## src/rtl/processing_element_vec_if.sv

```systemverilog
// Control, MAC data and drain-chain signals of one vector processing element.
interface processing_element_vec_if #(
  parameter int unsigned WIDTH_A   = 8,
  parameter int unsigned WIDTH_B   = 8,
  parameter int unsigned WIDTH_ACC = 32,
  parameter int unsigned LANES     = 4
);
  logic                       mode;
  logic                       clear;
  logic                       in_valid;
  logic                       in_ready;
  logic [LANES*WIDTH_A-1:0]   act_in;
  logic [LANES*WIDTH_B-1:0]   wei_in;
  logic                       wload;
  logic [LANES*WIDTH_ACC-1:0] psum_in;
  logic [LANES*WIDTH_ACC-1:0] psum_out;
  logic                       psum_valid;
  logic [LANES*WIDTH_A-1:0]   act_out;
  logic [LANES*WIDTH_B-1:0]   wei_out;
  logic                       fwd_valid;
  logic                       drain_start;
  logic [LANES*WIDTH_ACC-1:0] drain_in;
  logic                       drain_in_valid;
  logic                       drain_in_ready;
  logic [LANES*WIDTH_ACC-1:0] drain_out;
  logic                       drain_out_valid;
  logic                       drain_ready;
  logic                       busy;
  logic [LANES-1:0]           ovf;

  modport master (
    output mode, clear, in_valid, act_in, wei_in, wload, psum_in, drain_start, drain_in,
           drain_in_valid, drain_ready,
    input  in_ready, psum_out, psum_valid, act_out, wei_out, fwd_valid, drain_in_ready,
           drain_out, drain_out_valid, busy, ovf
  );

  modport slave (
    input  mode, clear, in_valid, act_in, wei_in, wload, psum_in, drain_start, drain_in,
           drain_in_valid, drain_ready,
    output in_ready, psum_out, psum_valid, act_out, wei_out, fwd_valid, drain_in_ready,
           drain_out, drain_out_valid, busy, ovf
  );
endinterface

```

## src/rtl/processing_element_vec.sv

```systemverilog
// Vector MAC processing element: output-/weight-stationary modes with a daisy-chained drain.
// Define PE_SATURATE_EN for saturating accumulation with sticky per-lane overflow flags.
module processing_element_vec #(
  parameter int unsigned WIDTH_A   = 8,
  parameter int unsigned WIDTH_B   = 8,
  parameter int unsigned WIDTH_ACC = 32,
  parameter int unsigned LANES     = 4,
  parameter int unsigned STAGES    = 1,
  parameter int unsigned SIGNED    = 1,
  parameter int unsigned UPSTREAM  = 0
) (
  input logic                     clk,
  input logic                     rst_n,
  processing_element_vec_if.slave bus
);
  localparam int unsigned PW  = WIDTH_A + WIDTH_B;
  localparam logic        SGN = (SIGNED != 0);
  localparam int unsigned CW  = $clog2(UPSTREAM + 2);
  localparam logic [CW-1:0] LAST = CW'(UPSTREAM > 0 ? UPSTREAM - 1 : 0);
`ifdef PE_SATURATE_EN
  localparam int unsigned MSB = WIDTH_ACC - 1;
  localparam logic [WIDTH_ACC-1:0] SMAX = {1'b0, {(WIDTH_ACC-1){1'b1}}};
  localparam logic [WIDTH_ACC-1:0] SMIN = {1'b1, {(WIDTH_ACC-1){1'b0}}};
`endif

  typedef enum logic [1:0] {StRun, StWait, StDrain, StPass} state_e;

  function automatic logic [WIDTH_ACC-1:0] mul_ext(input logic [WIDTH_A-1:0] a,
                                                   input logic [WIDTH_B-1:0] b);
    logic [PW-1:0] xa, xb, p;
    xa = {{WIDTH_B{SGN & a[WIDTH_A-1]}}, a};
    xb = {{WIDTH_A{SGN & b[WIDTH_B-1]}}, b};
    p  = xa * xb;
    if (SGN) return WIDTH_ACC'($signed(p));
    else     return WIDTH_ACC'(p);
  endfunction

  // Returns {overflow, sum}.
  function automatic logic [WIDTH_ACC:0] add_acc(input logic [WIDTH_ACC-1:0] a,
                                                 input logic [WIDTH_ACC-1:0] b);
    logic [WIDTH_ACC-1:0] s;
    logic                 o;
    s = a + b;
    o = 1'b0;
`ifdef PE_SATURATE_EN
    if (SGN) begin
      if ((a[MSB] == b[MSB]) && (s[MSB] != a[MSB])) begin
        o = 1'b1;
        s = a[MSB] ? SMIN : SMAX;
      end
    end else if (s < a) begin
      o = 1'b1;
      s = '1;
    end
`endif
    return {o, s};
  endfunction

  state_e           r_state;
  logic             r_busy, r_in_ready, r_drain_own, r_pass;
  logic [CW-1:0]    r_cnt;

  logic [LANES-1:0][WIDTH_A-1:0]   w_act, r_ma, r_act_out;
  logic [LANES-1:0][WIDTH_B-1:0]   w_wei, w_wsel, r_mb, r_w, r_wei_out;
  logic [LANES-1:0][WIDTH_ACC-1:0] w_psin, w_prod0, w_prod, w_prod_g, w_os_sum, w_ws_sum;
  logic [LANES-1:0][WIDTH_ACC-1:0] r_acc, r_psum_out;
  logic [LANES-1:0]                w_en, w_os_ovf, w_ws_ovf, r_ovf;
  logic                            r_fwd_valid, r_psum_valid;

  logic [STAGES-1:0]                             r_v;
  logic [STAGES-1:0][LANES-1:0]                  r_en;
  logic [STAGES-1:0][LANES-1:0][WIDTH_ACC-1:0]   r_ps;

  logic w_fire, w_wl, w_issue, w_pv;

  assign w_act   = bus.act_in;
  assign w_wei   = bus.wei_in;
  assign w_psin  = bus.psum_in;
  assign w_fire  = bus.in_valid & r_in_ready;
  assign w_wl    = w_fire & bus.mode & bus.wload;
  assign w_issue = w_fire & ~w_wl;
  assign w_pv    = r_v[STAGES-1];

  always_comb begin
    w_wsel  = '0;
    w_en    = '0;
    w_prod0 = '0;
    for (int l = 0; l < LANES; l++) begin
      w_wsel[l]  = bus.mode ? r_w[l] : w_wei[l];
      w_en[l]    = (w_act[l] != '0) && (w_wsel[l] != '0);
      w_prod0[l] = mul_ext(r_ma[l], r_mb[l]);
    end
  end

  // Gated lanes contribute zero, so their accumulator and WS sum pass through unchanged.
  always_comb begin
    w_prod_g = '0;
    w_os_sum = '0;
    w_os_ovf = '0;
    w_ws_sum = '0;
    w_ws_ovf = '0;
    for (int l = 0; l < LANES; l++) begin
      w_prod_g[l] = r_en[STAGES-1][l] ? w_prod[l] : '0;
      {w_os_ovf[l], w_os_sum[l]} = add_acc(r_acc[l], w_prod_g[l]);
      {w_ws_ovf[l], w_ws_sum[l]} = add_acc(r_ps[STAGES-1][l], w_prod_g[l]);
    end
  end

  if (STAGES == 1) begin : g_one
    assign w_prod = w_prod0;
  end else begin : g_pipe
    logic [STAGES-2:0][LANES-1:0][WIDTH_ACC-1:0] r_p;
    always_ff @(posedge clk or negedge rst_n) begin
      if (!rst_n) begin
        r_p <= '0;
      end else if (bus.clear) begin
        r_p <= '0;
      end else begin
        r_p[0] <= w_prod0;
        for (int s = 1; s < STAGES - 1; s++) r_p[s] <= r_p[s-1];
      end
    end
    assign w_prod = r_p[STAGES-2];
  end

  always_ff @(posedge clk or negedge rst_n) begin
    if (!rst_n) begin
      r_act_out <= '0; r_wei_out <= '0; r_fwd_valid <= 1'b0; r_w <= '0;
      r_ma <= '0; r_mb <= '0; r_v <= '0; r_en <= '0; r_ps <= '0;
      r_acc <= '0; r_psum_out <= '0; r_psum_valid <= 1'b0; r_ovf <= '0;
    end else if (bus.clear) begin
      r_act_out <= '0; r_wei_out <= '0; r_fwd_valid <= 1'b0; r_w <= '0;
      r_ma <= '0; r_mb <= '0; r_v <= '0; r_en <= '0; r_ps <= '0;
      r_acc <= '0; r_psum_out <= '0; r_psum_valid <= 1'b0; r_ovf <= '0;
    end else begin
      r_fwd_valid <= w_fire;
      if (w_fire) begin
        r_act_out <= w_act;
        r_wei_out <= w_wei;
      end
      if (w_wl) r_w <= w_wei;
      for (int l = 0; l < LANES; l++) begin
        if (w_issue && w_en[l]) begin
          r_ma[l] <= w_act[l];
          r_mb[l] <= w_wsel[l];
        end
      end
      r_v[0]  <= w_issue;
      r_en[0] <= w_issue ? w_en : '0;
      if (w_issue) r_ps[0] <= w_psin;
      for (int s = 1; s < STAGES; s++) begin
        r_v[s]  <= r_v[s-1];
        r_en[s] <= r_en[s-1];
        r_ps[s] <= r_ps[s-1];
      end
      r_psum_valid <= w_pv & bus.mode;
      if (w_pv & bus.mode) begin
        r_psum_out <= w_ws_sum;
        r_ovf      <= r_ovf | w_ws_ovf;
      end
      if (r_drain_own & bus.drain_ready) begin
        r_acc <= '0;
      end else if (w_pv & ~bus.mode) begin
        r_acc <= w_os_sum;
        r_ovf <= r_ovf | w_os_ovf;
      end
    end
  end

  always_ff @(posedge clk or negedge rst_n) begin
    if (!rst_n) begin
      r_state <= StRun; r_busy <= 1'b0; r_in_ready <= 1'b1;
      r_drain_own <= 1'b0; r_pass <= 1'b0; r_cnt <= '0;
    end else if (bus.clear) begin
      r_state <= StRun; r_busy <= 1'b0; r_in_ready <= 1'b1;
      r_drain_own <= 1'b0; r_pass <= 1'b0; r_cnt <= '0;
    end else begin
      unique case (r_state)
        StRun: begin
          if (bus.drain_start && !bus.mode) begin
            r_state    <= StWait;
            r_busy     <= 1'b1;
            r_in_ready <= 1'b0;
          end
        end
        StWait: begin
          if (r_v == '0) begin
            r_state     <= StDrain;
            r_drain_own <= 1'b1;
          end
        end
        StDrain: begin
          if (bus.drain_ready) begin
            r_drain_own <= 1'b0;
            r_cnt       <= '0;
            if (UPSTREAM > 0) begin
              r_state <= StPass;
              r_pass  <= 1'b1;
            end else begin
              r_state    <= StRun;
              r_busy     <= 1'b0;
              r_in_ready <= 1'b1;
            end
          end
        end
        StPass: begin
          if (bus.drain_in_valid && bus.drain_ready) begin
            r_cnt <= r_cnt + 1'b1;
            if (r_cnt == LAST) begin
              r_state    <= StRun;
              r_pass     <= 1'b0;
              r_busy     <= 1'b0;
              r_in_ready <= 1'b1;
            end
          end
        end
        default: r_state <= StRun;
      endcase
    end
  end

  assign bus.in_ready        = r_in_ready;
  assign bus.busy            = r_busy;
  assign bus.act_out         = r_act_out;
  assign bus.wei_out         = r_wei_out;
  assign bus.fwd_valid       = r_fwd_valid;
  assign bus.psum_out        = r_psum_out;
  assign bus.psum_valid      = r_psum_valid;
  assign bus.ovf             = r_ovf;
  assign bus.drain_out       = r_pass ? bus.drain_in : (r_drain_own ? r_acc : '0);
  assign bus.drain_out_valid = r_pass ? bus.drain_in_valid : r_drain_own;
  assign bus.drain_in_ready  = r_pass & bus.drain_ready;
endmodule
```

## src/flat_wrapper.sv

```systemverilog
// flat-port wrapper written by rule: the top's interface ports become plain ports
module processing_element_vec_flat 
#(
  parameter int unsigned WIDTH_A   = 8,
  parameter int unsigned WIDTH_B   = 8,
  parameter int unsigned WIDTH_ACC = 32,
  parameter int unsigned LANES     = 4,
  parameter int unsigned STAGES    = 1,
  parameter int unsigned SIGNED    = 1,
  parameter int unsigned UPSTREAM  = 0
)
  (clk, rst_n, bus_mode, bus_clear, bus_in_valid, bus_act_in, bus_wei_in, bus_wload, bus_psum_in, bus_drain_start, bus_drain_in, bus_drain_in_valid, bus_drain_ready, bus_in_ready, bus_psum_out, bus_psum_valid, bus_act_out, bus_wei_out, bus_fwd_valid, bus_drain_in_ready, bus_drain_out, bus_drain_out_valid, bus_busy, bus_ovf);
  processing_element_vec_if #(.WIDTH_A(WIDTH_A), .WIDTH_B(WIDTH_B), .WIDTH_ACC(WIDTH_ACC), .LANES(LANES)) bus_i ();
  input logic clk;
  input logic rst_n;
  input wire logic [$bits(bus_i.mode)-1:0] bus_mode;
  input wire logic [$bits(bus_i.clear)-1:0] bus_clear;
  input wire logic [$bits(bus_i.in_valid)-1:0] bus_in_valid;
  input wire logic [$bits(bus_i.act_in)-1:0] bus_act_in;
  input wire logic [$bits(bus_i.wei_in)-1:0] bus_wei_in;
  input wire logic [$bits(bus_i.wload)-1:0] bus_wload;
  input wire logic [$bits(bus_i.psum_in)-1:0] bus_psum_in;
  input wire logic [$bits(bus_i.drain_start)-1:0] bus_drain_start;
  input wire logic [$bits(bus_i.drain_in)-1:0] bus_drain_in;
  input wire logic [$bits(bus_i.drain_in_valid)-1:0] bus_drain_in_valid;
  input wire logic [$bits(bus_i.drain_ready)-1:0] bus_drain_ready;
  output wire logic [$bits(bus_i.in_ready)-1:0] bus_in_ready;
  output wire logic [$bits(bus_i.psum_out)-1:0] bus_psum_out;
  output wire logic [$bits(bus_i.psum_valid)-1:0] bus_psum_valid;
  output wire logic [$bits(bus_i.act_out)-1:0] bus_act_out;
  output wire logic [$bits(bus_i.wei_out)-1:0] bus_wei_out;
  output wire logic [$bits(bus_i.fwd_valid)-1:0] bus_fwd_valid;
  output wire logic [$bits(bus_i.drain_in_ready)-1:0] bus_drain_in_ready;
  output wire logic [$bits(bus_i.drain_out)-1:0] bus_drain_out;
  output wire logic [$bits(bus_i.drain_out_valid)-1:0] bus_drain_out_valid;
  output wire logic [$bits(bus_i.busy)-1:0] bus_busy;
  output wire logic [$bits(bus_i.ovf)-1:0] bus_ovf;
  assign bus_i.mode = bus_mode;
  assign bus_i.clear = bus_clear;
  assign bus_i.in_valid = bus_in_valid;
  assign bus_i.act_in = bus_act_in;
  assign bus_i.wei_in = bus_wei_in;
  assign bus_i.wload = bus_wload;
  assign bus_i.psum_in = bus_psum_in;
  assign bus_i.drain_start = bus_drain_start;
  assign bus_i.drain_in = bus_drain_in;
  assign bus_i.drain_in_valid = bus_drain_in_valid;
  assign bus_i.drain_ready = bus_drain_ready;
  assign bus_in_ready = bus_i.in_ready;
  assign bus_psum_out = bus_i.psum_out;
  assign bus_psum_valid = bus_i.psum_valid;
  assign bus_act_out = bus_i.act_out;
  assign bus_wei_out = bus_i.wei_out;
  assign bus_fwd_valid = bus_i.fwd_valid;
  assign bus_drain_in_ready = bus_i.drain_in_ready;
  assign bus_drain_out = bus_i.drain_out;
  assign bus_drain_out_valid = bus_i.drain_out_valid;
  assign bus_busy = bus_i.busy;
  assign bus_ovf = bus_i.ovf;
  processing_element_vec #(.WIDTH_A(WIDTH_A), .WIDTH_B(WIDTH_B), .WIDTH_ACC(WIDTH_ACC), .LANES(LANES), .STAGES(STAGES), .SIGNED(SIGNED), .UPSTREAM(UPSTREAM)) u_core (.clk(clk), .rst_n(rst_n), .bus(bus_i));
endmodule
```

## config.mk

```make
export PLATFORM = sky130hd
export DESIGN_NAME = processing_element_vec_flat
export DESIGN_NICKNAME = d
export VERILOG_FILES = /design/src/rtl/processing_element_vec_if.sv /design/src/rtl/processing_element_vec.sv /design/src/flat_wrapper.sv
export SDC_FILE = /design/constraint.sdc
export NUM_CORES = 2
export LEC_CHECK = 0
export CAP_MARGIN = 20
export CORE_MARGIN = 1.5
export CORE_UTILIZATION = 30
export DETAILED_ROUTE_END_ITERATION = 8
export SYNTH_ARGS = -nofsm -noshare
export SYNTH_HDL_FRONTEND = slang
export SYNTH_SLANG_ARGS = --single-unit
export TNS_END_PERCENT = 30
```

## constraint.sdc

```tcl
create_clock -name clk -period 10.3 [get_ports clk]
set_clock_uncertainty 0.1 [all_clocks]
set_input_delay 1.545 -clock clk [delete_from_list [all_inputs] [get_ports clk]]
set_output_delay 1.545 -clock clk [all_outputs]
set_load 0.1 [all_outputs]
```

==> impl_metrics.csv <==
group,metric,value,unit
timing,report.final.slew_viol_count,0,
worst_setup_path,arrival,8.54,ns
grt,grt_pass1_vias,38036,
worst_setup_path,critPathTopFamily,"adder cells",
placement,hpwl,112000,um
cts,cts_tree,"yes",
timing,min_period_over_period,0.789,
run,drv_cap,0,
worst_setup_path,required,10.72,ns
worst_setup_path,critPathMaxStageDelay,0.67,ns
route,finalWirelength,149000,um
worst_setup_path,worstPathMaxFanout,17,
timing,fmax,123,MHz
cts,post_cts_buffers,0,
run_status,status,"finished clean",
worst_setup_path,path_common_cell,"inv_1",
placement,place_congestion,0.903,
cts,clock_latency,0.68,ns
grt,antenna_found_initial,6,
logic_synthesis,synthAdderAreaFrac,0.204,
logic_synthesis,ys_seq_area_frac,0.312,
worst_setup_path,path_buf_inv,7,
final_layout,drive_above_1_share,0.0489,
worst_setup_path,r2r_setup_slack,2.18,ns
floorplan,die_h,389,um
power,power_density,114,mW/mm2
logic_synthesis,synth_compound_area_frac,0.178,
final_layout,mostFrequentLayoutCell,"nand2_1",
worst_setup_path,worst_setup_path_end_kind,"flop",
logic_synthesis,muxShareOfSynthArea,0.0180,
worst_setup_path,crit_path_top_delay_cell,"inv_1",
timing,setup_violations,0,
route,wl_per_cell,19.8,um
cts,htree_levels,3,
worst_hold_path,min-delay-start,"u_core.bus.psum_out[118]",
power,leakage,25.8,nW
cts,cts_sinks,557,
route,drt-initial-drc-count,2270,
worst_hold_path,hold_path_end,"u_core.bus.psum_out[118]",
floorplan,die-area,0.151,mm2
worst_setup_path,critPathKind,"reg2reg",
worst_setup_path,rr_startpoint,"u_core.r_ma[5]",
placement,dp_worst_setup_slack,2.17,ns
cts,hold_buffers,0,
logic_synthesis,ys_seq_elements,557,
worst_hold_path,worstHoldPathCells,2,
route,drtPass1Iterations,5,
worst_hold_path,hold_path_class,"reg2reg",
timing,worstMarginPinSlew,1.16,ns
floorplan,rows,141,
floorplan,initial_core_util,0.302,
timing,min_period,8.12,ns
worst_setup_path,timing.rr.end,"u_core.bus.psum_out[30]",
logic_synthesis,syn-instance-count,5082,
cts,cts.repair.resized,0,
timing,tns,0,ns
placement,placed_cells,7376,
final_layout,area_growth,22.4,%
timing,whs,0.374,ns
power,ir_worst_vdd,113,uV
final_layout,nets,6446,
route,antenna_left,0,
logic_synthesis,syn_area,0.0446,mm2
grt,overflow,0,
final_layout,utilization,0.370,
floorplan,coreArea,0.148,mm2
route,drc,0,
logic_synthesis,synth_warnings,0,
timing,relSlewSlack,0.222,
floorplan,io_pins,659,
logic_synthesis,synth_simple_gate_area_frac,0.186,
timing,rsz0062_at_grt,"no",
final_layout,instances_no_fill,7521,
logic_synthesis,synth-async-reset-ratio,1.00,
cts,clkTransAtPathRegs,0.05,ns
worst_setup_path,startpoint_type,"flop",
grt,grt_max_degree,126,
worst_setup_path,reg2reg_depth,29,
grt,grt.total_usage,0.194,
route,vias,38057,
cts,numCtsBuffers,75,
cts,cts_root_buf,"clkbuf_16",
logic_synthesis,synth_edf_count,0,
route,vias_per_cell,5.06,
floorplan,die_w,389,um
logic_synthesis,synthFlopType,"dfrtp_1",
timing,hold_viol_final,0,
cts,clockBufferDepth,3,
final_layout,final_cell_mix,"nand2_1, dfrtp_1, clkdlybuf4s50_1",
final_layout,n_fill_cell,14920,
logic_synthesis,ys_types,92,
logic_synthesis,synth-xor-area-share,0.0485,
grt,grt_pass1_wl,228000,um
placement,port_buffers,525,
logic_synthesis,synth.avg_cell_area,8.78,um2
logic_synthesis,synth_top_family_by_area,"adder cells",
timing,fin_ws,2.18,ns
[through the flow]
stage	total power [mW]	cell area (um2)
4_1_cts	6.35	54500
6_report	6.25	54600
3_5_place_dp	3.42	51900
2_1_floorplan	3.02	44600
5_1_grt	6.53	54600
3_3_place_gp	3.41	51900
[cell type report]
| cell class | count | area [um2] | share of cell area |
|---|---|---|---|
| Antenna cell | 5 | 12.5 | 0.000229 |
| Clock buffer | 98 | 2090 | 0.0383 |
| Clock inverter | 38 | 582 | 0.0107 |
| Inverter | 420 | 1580 | 0.0289 |
| Multi-Input combinational cell | 3910 | 28400 | 0.521 |
| Sequential cell | 557 | 13900 | 0.255 |
| Tap cell | 1930 | 2410 | 0.0442 |
| Timing Repair Buffer | 563 | 5540 | 0.102 |
[power by group]
group / switching [mW] / internal, mW / total [mW]
clock network: 1.15 / 1.73 / 2.88
registers: 0.0932 / 2.27 / 2.36
logic: 0.683 / 0.335 / 1.02
[cell usage after synthesis, drive strengths merged (48+ instances only)]
cell type	count	area (um2)
nand2	711	2670
dfrtp	556	13900
a21oi	475	2400
inv	420	1580
ha	362	4530
and2	354	2210
nor2	272	1020
o21ai	250	1250
fa	228	4560
clkbuf	178	668
xnor2	155	1360
a21o	106	796
a22o	103	902
nand3	92	460
xor2	92	806
mux2i	72	721
nor3	60	300
nor2b	50	313
a211oi	48	375
[metal layers]
layer | GRT usage | wire length (um)
met5 | 0 | 13
met2 | 0.303 | 65300
met1 | 0.274 | 71600
met3 | 0.0342 | 8140
met4 | 0.0495 | 3580
[registers in the layout, summed over array words and instances, names as in the netlist]
name                   cells
u_core.r_ps              128
u_core.bus.psum_valid      1
u_core.bus.wei_out        32
u_core.bus.psum_out      128
u_core.bus.in_ready        1
u_core.r_state             2
u_core.bus.busy            1
u_core.r_drain_own         1
u_core.r_ma               32
u_core.r_v                 1
u_core.r_acc             128
u_core.bus.fwd_valid       1
u_core.r_en                4
u_core.r_w                32
u_core.r_mb               32
u_core.r_cnt               1
u_core.bus.act_out        32
[how the worst max path moves through the flow]
| stage | start | end | slack, ns | cells after the start |
|---|---|---|---|---|
| global route | u_core.r_mb[1] | u_core.bus.psum_out[30] | 1.63 | 29 |
| floorplan | u_core.r_ma[23] | u_core.bus.psum_out[94] | 1.77 | 26 |
| finish | u_core.r_ma[5] | u_core.bus.psum_out[30] | 2.18 | 29 |
| CTS | u_core.r_ma[5] | u_core.bus.psum_out[30] | 2.16 | 29 |
| detailed placement | u_core.r_ma[5] | u_core.bus.psum_out[30] | 2.17 | 29 |
| global placement | u_core.r_mb[1] | u_core.bus.psum_out[30] | 2.24 | 29 |
[cell families (layout without fill, tap and decap cells)]
group / count (synthesis) / in the layout
flops: 557 / 557
mux: 79 / 79
buf+inv: 619 / 1119
fa+ha+maj: 592 / 592
xor+xnor: 247 / 247
other cells: 1 / 10
simple gates: 1737 / 1737
compound gates: 1250 / 1250
[worst min-delay path: stages, from the launching register on]
cell and delay, ns:
dfrtp_1 0.33, nand2_1 0.05, o31ai_1 0.05
Power figures use the tool's default switching activity.
